### config.mk
export PLATFORM = sky130hd
export DESIGN_NAME = multi_cycle_ctrl
export DESIGN_NICKNAME = d
export VERILOG_FILES = /design/src/rtl/multi_cycle_ctrl.sv
export SDC_FILE = /design/constraint.sdc
export NUM_CORES = 1
export LEC_CHECK = 0
export CORE_MARGIN = 10
export CORE_UTILIZATION = 45
export DETAILED_ROUTE_END_ITERATION = 7
export HOLD_SLACK_MARGIN = 0.02
export PLACE_DENSITY = 0.86
export SLEW_MARGIN = 20
export SYNTH_ARGS = -nofsm -noshare
export SYNTH_HDL_FRONTEND = slang
export SYNTH_SLANG_ARGS = --single-unit
### constraint.sdc
create_clock -name clk -period 5.6 [get_ports clk]
set_clock_uncertainty 0.05 [all_clocks]
set_input_delay 0.84 -clock clk [delete_from_list [all_inputs] [get_ports clk]]
set_output_delay 0.84 -clock clk [all_outputs]
set_load 0.1 [all_outputs]
### src/rtl/multi_cycle_ctrl.sv
// multi_cycle_ctrl: control unit for the multi-cycle MIPS-subset datapath.
// Sequences add/sub/ori/lw/sw/beq/lui/jal/jr through FETCH, DECODE, EXEC,
// MEM and WB, and drives the datapath mux selects and write enables.
//
// Ports
//   clk, rst_n       clock, asynchronous active-low reset
//   en               advance enable (0 freezes the FSM and all write enables)
//   special, offest  opcode / funct fields of the IR
//   zero             ALU result is zero (beq decision in EXEC)
//   ALUop, EXTop, NPCop, RAsel, RWsel, ABsel   datapath selects
//   IRWE, PCWE, GRFWE, DMWE                    architectural write enables
//   illegal          pulse in DECODE for an undecodable instruction
//   instr_done       copy of PCWE (last cycle of an instruction)
//   state            current FSM state (debug)
module multi_cycle_ctrl #(
  parameter int unsigned MEM_LAT = 1
) (
  input  logic       clk,
  input  logic       rst_n,
  input  logic       en,
  input  logic [5:0] special,
  input  logic [5:0] offest,
  input  logic       zero,
  output logic [2:0] ALUop,
  output logic [2:0] EXTop,
  output logic [2:0] NPCop,
  output logic [2:0] RAsel,
  output logic [2:0] RWsel,
  output logic [2:0] ABsel,
  output logic       IRWE,
  output logic       PCWE,
  output logic       GRFWE,
  output logic       DMWE,
  output logic       illegal,
  output logic       instr_done,
  output logic [2:0] state
);

  typedef enum logic [2:0] {
    S_FETCH  = 3'd0,
    S_DECODE = 3'd1,
    S_EXEC   = 3'd2,
    S_MEM    = 3'd3,
    S_WB     = 3'd4
  } state_e;

  typedef enum logic [3:0] {
    I_ADD, I_SUB, I_ORI, I_LW, I_SW, I_BEQ, I_LUI, I_JAL, I_JR, I_BAD
  } instr_e;

  localparam logic [3:0] MEM_LAST = 4'(MEM_LAT - 1);

  state_e     state_q, state_d;
  logic [3:0] cnt_q, cnt_d;
  instr_e     ins;

  logic irwe, pcwe, grfwe, dmwe, ill, bad_state;

  // Instruction classification from the IR fields.
  always_comb begin
    ins = I_BAD;
    case (special)
      6'b000000: begin
        case (offest)
          6'b100000: ins = I_ADD;
          6'b100010: ins = I_SUB;
          6'b001000: ins = I_JR;
          default:   ins = I_BAD;
        endcase
      end
      6'b001101: ins = I_ORI;
      6'b100011: ins = I_LW;
      6'b101011: ins = I_SW;
      6'b000100: ins = I_BEQ;
      6'b001111: ins = I_LUI;
      6'b000011: ins = I_JAL;
      default:   ins = I_BAD;
    endcase
  end

  // Datapath selects: purely a function of the instruction, in every state.
  always_comb begin
    ALUop = '0;
    EXTop = '0;
    RAsel = '0;
    RWsel = '0;
    ABsel = '0;
    case (ins)
      I_SUB: ALUop = 3'b001;
      I_ORI: begin
        ALUop = 3'b011;
        EXTop = 3'b001;
        RAsel = 3'b001;
        ABsel = 3'b001;
      end
      I_LW: begin
        RAsel = 3'b001;
        RWsel = 3'b010;
        ABsel = 3'b001;
      end
      I_SW:  ABsel = 3'b001;
      I_BEQ: ALUop = 3'b001;
      I_LUI: begin
        EXTop = 3'b010;
        RAsel = 3'b001;
        RWsel = 3'b001;
      end
      I_JAL: begin
        RAsel = 3'b010;
        RWsel = 3'b011;
      end
      default: ;
    endcase
  end

  // Next state and raw (ungated) write enables.
  always_comb begin
    state_d   = state_q;
    cnt_d     = cnt_q;
    irwe      = 1'b0;
    pcwe      = 1'b0;
    grfwe     = 1'b0;
    dmwe      = 1'b0;
    ill       = 1'b0;
    bad_state = 1'b0;
    NPCop     = 3'b000;
    case (state_q)
      S_FETCH: begin
        irwe    = 1'b1;
        state_d = S_DECODE;
      end
      S_DECODE: begin
        case (ins)
          I_JAL: begin
            grfwe   = 1'b1;
            pcwe    = 1'b1;
            NPCop   = 3'b010;
            state_d = S_FETCH;
          end
          I_JR: begin
            pcwe    = 1'b1;
            NPCop   = 3'b011;
            state_d = S_FETCH;
          end
          I_LUI: state_d = S_WB;
          I_BAD: begin
            ill     = 1'b1;
            pcwe    = 1'b1;
            state_d = S_FETCH;
          end
          default: state_d = S_EXEC;
        endcase
      end
      S_EXEC: begin
        case (ins)
          I_BEQ: begin
            pcwe    = 1'b1;
            NPCop   = zero ? 3'b001 : 3'b000;
            state_d = S_FETCH;
          end
          I_LW, I_SW: begin
            cnt_d   = '0;
            state_d = S_MEM;
          end
          default: state_d = S_WB;
        endcase
      end
      S_MEM: begin
        cnt_d = cnt_q + 4'd1;
        if (cnt_q == MEM_LAST) begin
          if (ins == I_SW) begin
            dmwe    = 1'b1;
            pcwe    = 1'b1;
            state_d = S_FETCH;
          end else begin
            state_d = S_WB;
          end
        end
      end
      S_WB: begin
        grfwe   = 1'b1;
        pcwe    = 1'b1;
        state_d = S_FETCH;
      end
      default: begin
        bad_state = 1'b1;
        state_d   = S_FETCH;
      end
    endcase
    // A stall holds everything, except that a corrupt state still recovers.
    if (!en && !bad_state) begin
      state_d = state_q;
      cnt_d   = cnt_q;
    end
  end

  always_ff @(posedge clk or negedge rst_n) begin
    if (!rst_n) begin
      state_q <= S_FETCH;
      cnt_q   <= '0;
    end else begin
      state_q <= state_d;
      cnt_q   <= cnt_d;
    end
  end

  // Enables are gated by rst_n so nothing writes while reset is held.
  logic gate;
  assign gate       = en & rst_n;
  assign IRWE       = irwe  & gate;
  assign PCWE       = pcwe  & gate;
  assign GRFWE      = grfwe & gate;
  assign DMWE       = dmwe  & gate;
  assign illegal    = ill   & gate;
  assign instr_done = PCWE;
  assign state      = state_q;

endmodule

==> flow_summary.html <==
<table>
<tr><th>Metric</th><th>Value</th></tr>
<tr><th colspan="2">Floorplan</th></tr>
<tr><td>Chip height</td><td>65.8 um</td></tr>
<tr><td>Effective utilization at floorplan</td><td>47.7%</td></tr>
<tr><td>Floorplan die area</td><td>4340 sq um</td></tr>
<tr><td>Area inside the core boundary</td><td>1980 sq um</td></tr>
<tr><td>Cell Rows</td><td>16</td></tr>
<tr><td>Horiz. Die Dim</td><td>65.8 um</td></tr>
<tr><td>I/O Pins</td><td>43</td></tr>
<tr><th colspan="2">STA</th></tr>
<tr><td>Remaining max-slew budget at the tightest pin</td><td>34.4%</td></tr>
<tr><td>Clock period minus final worst setup slack</td><td>4280 ps</td></tr>
<tr><td>Final number of setup-violating endpoints</td><td>0</td></tr>
<tr><td>Unrepaired setup endpoints after global routing</td><td>false</td></tr>
<tr><td>Number of max-slew violations in the final report</td><td>0</td></tr>
<tr><td>Fin crit share</td><td>76.4%</td></tr>
<tr><td>Final Hold Violating Endpoints</td><td>0</td></tr>
<tr><td>Total negative setup slack</td><td>0 ps</td></tr>
<tr><td>Actual slew at the worst max-slew pin</td><td>980 ps</td></tr>
<tr><td>Final WS setup</td><td>1320 ps</td></tr>
<tr><td>Highest clock frequency the design can meet</td><td>234 MHz</td></tr>
<tr><th colspan="2">Routing</th></tr>
<tr><td>Post-detailed-route DRC marker count</td><td>0</td></tr>
<tr><td>Wire length per cell</td><td>14.3 um</td></tr>
<tr><td>Vias after detailed routing</td><td>1054</td></tr>
<tr><td>Final wirelength</td><td>2740 um</td></tr>
<tr><td>Pre-antenna DRT Iters</td><td>4</td></tr>
<tr><td>Number of vias per cell</td><td>5.52</td></tr>
<tr><td>Number of DRC markers in iteration 0</td><td>44</td></tr>
<tr><td>Count of antenna-violating nets left after detailed routing</td><td>0</td></tr>
<tr><th colspan="2">GRT</th></tr>
<tr><td>Largest net degree at the start of global routing</td><td>12</td></tr>
<tr><td>Via count of the first global-routing pass</td><td>1045</td></tr>
<tr><td>Total congestion overflow after global routing</td><td>0</td></tr>
<tr><td>Total routing usage reported by global routing</td><td>13.0%</td></tr>
<tr><td>First-pass GRT wire length</td><td>4650 um</td></tr>
<tr><td>Number of antenna violations at the first check in global routing</td><td>0</td></tr>
<tr><th colspan="2">Final layout</th></tr>
<tr><td>Area of all placed cells without fillers</td><td>1260 sq um</td></tr>
<tr><td>Diode count</td><td>0</td></tr>
<tr><td>Area growth from synthesis to layout</td><td>33.3%</td></tr>
<tr><td>Leading cell types in the layout, fill and taps excluded</td><td>29 x clkdlybuf4s50_1, 17 x nand2_1, 15 x nor2_1</td></tr>
<tr><td>Final net count</td><td>183</td></tr>
<tr><td>Most common cell after layout, fill and taps aside</td><td>clkdlybuf4s50_1</td></tr>
<tr><td>Layout cells sized above 1</td><td>9.76%</td></tr>
<tr><td>Fin cells</td><td>191</td></tr>
<tr><th colspan="2">Power and ir drop</th></tr>
<tr><td>Peak ir drop on the vdd network</td><td>0.172 mV</td></tr>
<tr><td>Overall Power</td><td>360 uW</td></tr>
<tr><td>Pleak</td><td>0.000478 uW</td></tr>
<tr><td>Areal power density over the cells</td><td>285 nW/um^2</td></tr>
<tr><th colspan="2">Synthesis</th></tr>
<tr><td>Area share of the largest cell type after synthesis</td><td>18.5%</td></tr>
<tr><td>Mapped Area</td><td>946 sq um</td></tr>
<tr><td>Count of different cell masters after synthesis</td><td>47</td></tr>
<tr><td>Register area share after synthesis</td><td>18.5%</td></tr>
<tr><td>Mean Syn Cell Area</td><td>7.01 sq um</td></tr>
<tr><td>Largest area contributor in the netlist</td><td>dfrtp_1</td></tr>
<tr><td>EDFF count, synth</td><td>0</td></tr>
<tr><td>Main area contributors after synthesis</td><td>dfrtp_1 19%, buf_4 7.1%, nand2_1 6.7%</td></tr>
<tr><td>Flip-flop and latch count after synthesis</td><td>7</td></tr>
<tr><td>Gate Count Post-Synth</td><td>135</td></tr>
<tr><td>Async set-or-reset flop fraction in the synthesized netlist</td><td>100%</td></tr>
<tr><td>Top FF cell, synth</td><td>dfrtp_1</td></tr>
<tr><td>Synth warnings</td><td>0</td></tr>
<tr><th colspan="2">Run status</th></tr>
<tr><td>Outcome</td><td>finished clean</td></tr>
<tr><th colspan="2">Worst setup path</th></tr>
<tr><td>Worst setup path startpoint</td><td>rst_n</td></tr>
<tr><td>Slowest Stage Delay on Critical Path</td><td>1170 ps</td></tr>
<tr><td>Worst path required time</td><td>4710 ps</td></tr>
<tr><td>Crit path cell chain</td><td>clkdlybuf4s50_1, nand2_1, or3_1, nor3_1, clkdlybuf4s50_1</td></tr>
<tr><td>Critical path launch point type</td><td>input pin</td></tr>
<tr><td>Crit path max-delay cell type</td><td>clkdlybuf4s50_1</td></tr>
<tr><td>Data arrival time at the worst-slack endpoint</td><td>3390 ps</td></tr>
<tr><td>Worst r2r src</td><td>cnt_q[0]</td></tr>
<tr><td>Kind of capture point of the worst setup path</td><td>output port</td></tr>
<tr><td>Slack of the worst reg-to-reg path</td><td>3880 ps</td></tr>
<tr><td>Maximum fanout count along the critical path</td><td>8</td></tr>
<tr><td>Classification of the worst setup path</td><td>in2out</td></tr>
<tr><td>Most used cell along the critical path</td><td>clkdlybuf4s50_1</td></tr>
<tr><th colspan="2">Clocking</th></tr>
<tr><td>Clk_lat worst skew</td><td>250 ps</td></tr>
<tr><td>CTS root buf</td><td>clkbuf_4</td></tr>
<tr><td>Maximum level of the CTS H-tree</td><td>1</td></tr>
<tr><td>Number of gates given a new drive strength after cts</td><td>0</td></tr>
<tr><td>Hold-fix buffer count after cts</td><td>0</td></tr>
<tr><td>TritonCTS clock tree</td><td>yes</td></tr>
<tr><td>Max Root-Sink Buffers</td><td>2</td></tr>
<tr><td>CTS Buf Count</td><td>3</td></tr>
<tr><td>Number of post-CTS setup repair buffers</td><td>0</td></tr>
<tr><td>Clock-pin slew on the worst setup and hold paths</td><td>50 ps</td></tr>
<tr><td>Total number of clock tree sinks</td><td>7</td></tr>
<tr><th colspan="2">Placement</th></tr>
<tr><td>Placed wire-length estimate after detailed placement</td><td>2240 um</td></tr>
<tr><td>Standard cell area after detailed placement</td><td>1230 sq um</td></tr>
<tr><td>I/O Buffers</td><td>35</td></tr>
<tr><td>Placed instance count</td><td>187</td></tr>
<tr><td>RePlAce Congestion</td><td>0.951</td></tr>
<tr><td>Setup slack at placement</td><td>1280 ps</td></tr>
<tr><th colspan="2">Job</th></tr>
<tr><td>Max Cap Violations</td><td>0</td></tr>
<tr><th colspan="2">Worst hold path</th></tr>
<tr><td>Hold path start</td><td>cnt_q[1]</td></tr>
<tr><td>Type of the tightest min-delay check</td><td>reg2reg</td></tr>
</table>
critical path, delay by kind of cell:
| family | cells | cell delay (ps) |
|---|---|---|
| simple gates | 3 | 700 |
| buf+inv | 2 | 1840 |
state kept, by name, summed over array words and instances (netlist names):
| register | flops |
|---|---|
| cnt_q | 4 |
| state | 3 |
logic make-up (layout without fill, tap and decap cells):
group / after synthesis / after routing / share of synthesized area, %
simple gates: 70 / 70 / 40.3
compound gates: 30 / 30 / 22.0
buf+inv: 22 / 45 / 13.2
flops: 7 / 7 / 18.5
fa+ha+maj: 2 / 2 / 2.65
xor+xnor: 2 / 2 / 1.85
other cells: 1 / 7 / 0.396
mux: 1 / 1 / 1.06
cell usage after synthesis, types with 2 or more instances:
master / instances
a31o_2: 2
clkbuf_1: 5
nand3_1: 5
a21oi_1: 7
and2_1: 2
o21ai_0: 5
nor2_1: 15
dfrtp_1: 7
o211ai_1: 2
nor2b_1: 5
nor4_1: 3
inv_1: 6
o32ai_1: 2
nand2b_1: 6
ha_1: 2
buf_4: 9
nand2_1: 17
nor3_1: 6
metrics by stage:
stage          hold WS, ps  utilization, %
2_1_floorplan          438               -
3_3_place_gp           466            62.3
3_5_place_dp           485            62.3
4_1_cts                497            63.6
5_1_grt                524            63.6
6_report               498            63.6
final cells by class:
type / count / area (sq um)
sequential: 7 / 175
tap: 27 / 33.8
timing repair buffer: 35 / 335
fill: 179 / 721
clock buffer: 4 / 26.3
inverter: 6 / 22.5
multi-input combinational: 112 / 668
power by group:
part / total (uW) / internal (uW) / switching, uW
clock network: 46.5 / 27.2 / 19.3
logic: 224 / 60.7 / 163
registers: 89.5 / 64.0 / 25.5
final timing paths:
check / endpoint / depth (start not counted)
max: DMWE / 5
min: cnt_q[1] / 1
max reg2reg: state[2] / 6
min reg2reg: cnt_q[1] / 1
max in group asynchronous: state[1] / 1
min in group asynchronous: cnt_q[2] / 1
per-layer routing:
metal  wire length (um)  GRT usage [%]  up-vias
met1               1070           13.6      473
met2               1280           21.9       55
met3                351           5.93        7
li1                   -              -      519
met4                 38           5.88        0
met5                  0              0        -
(Power assumes the default switching activity.)
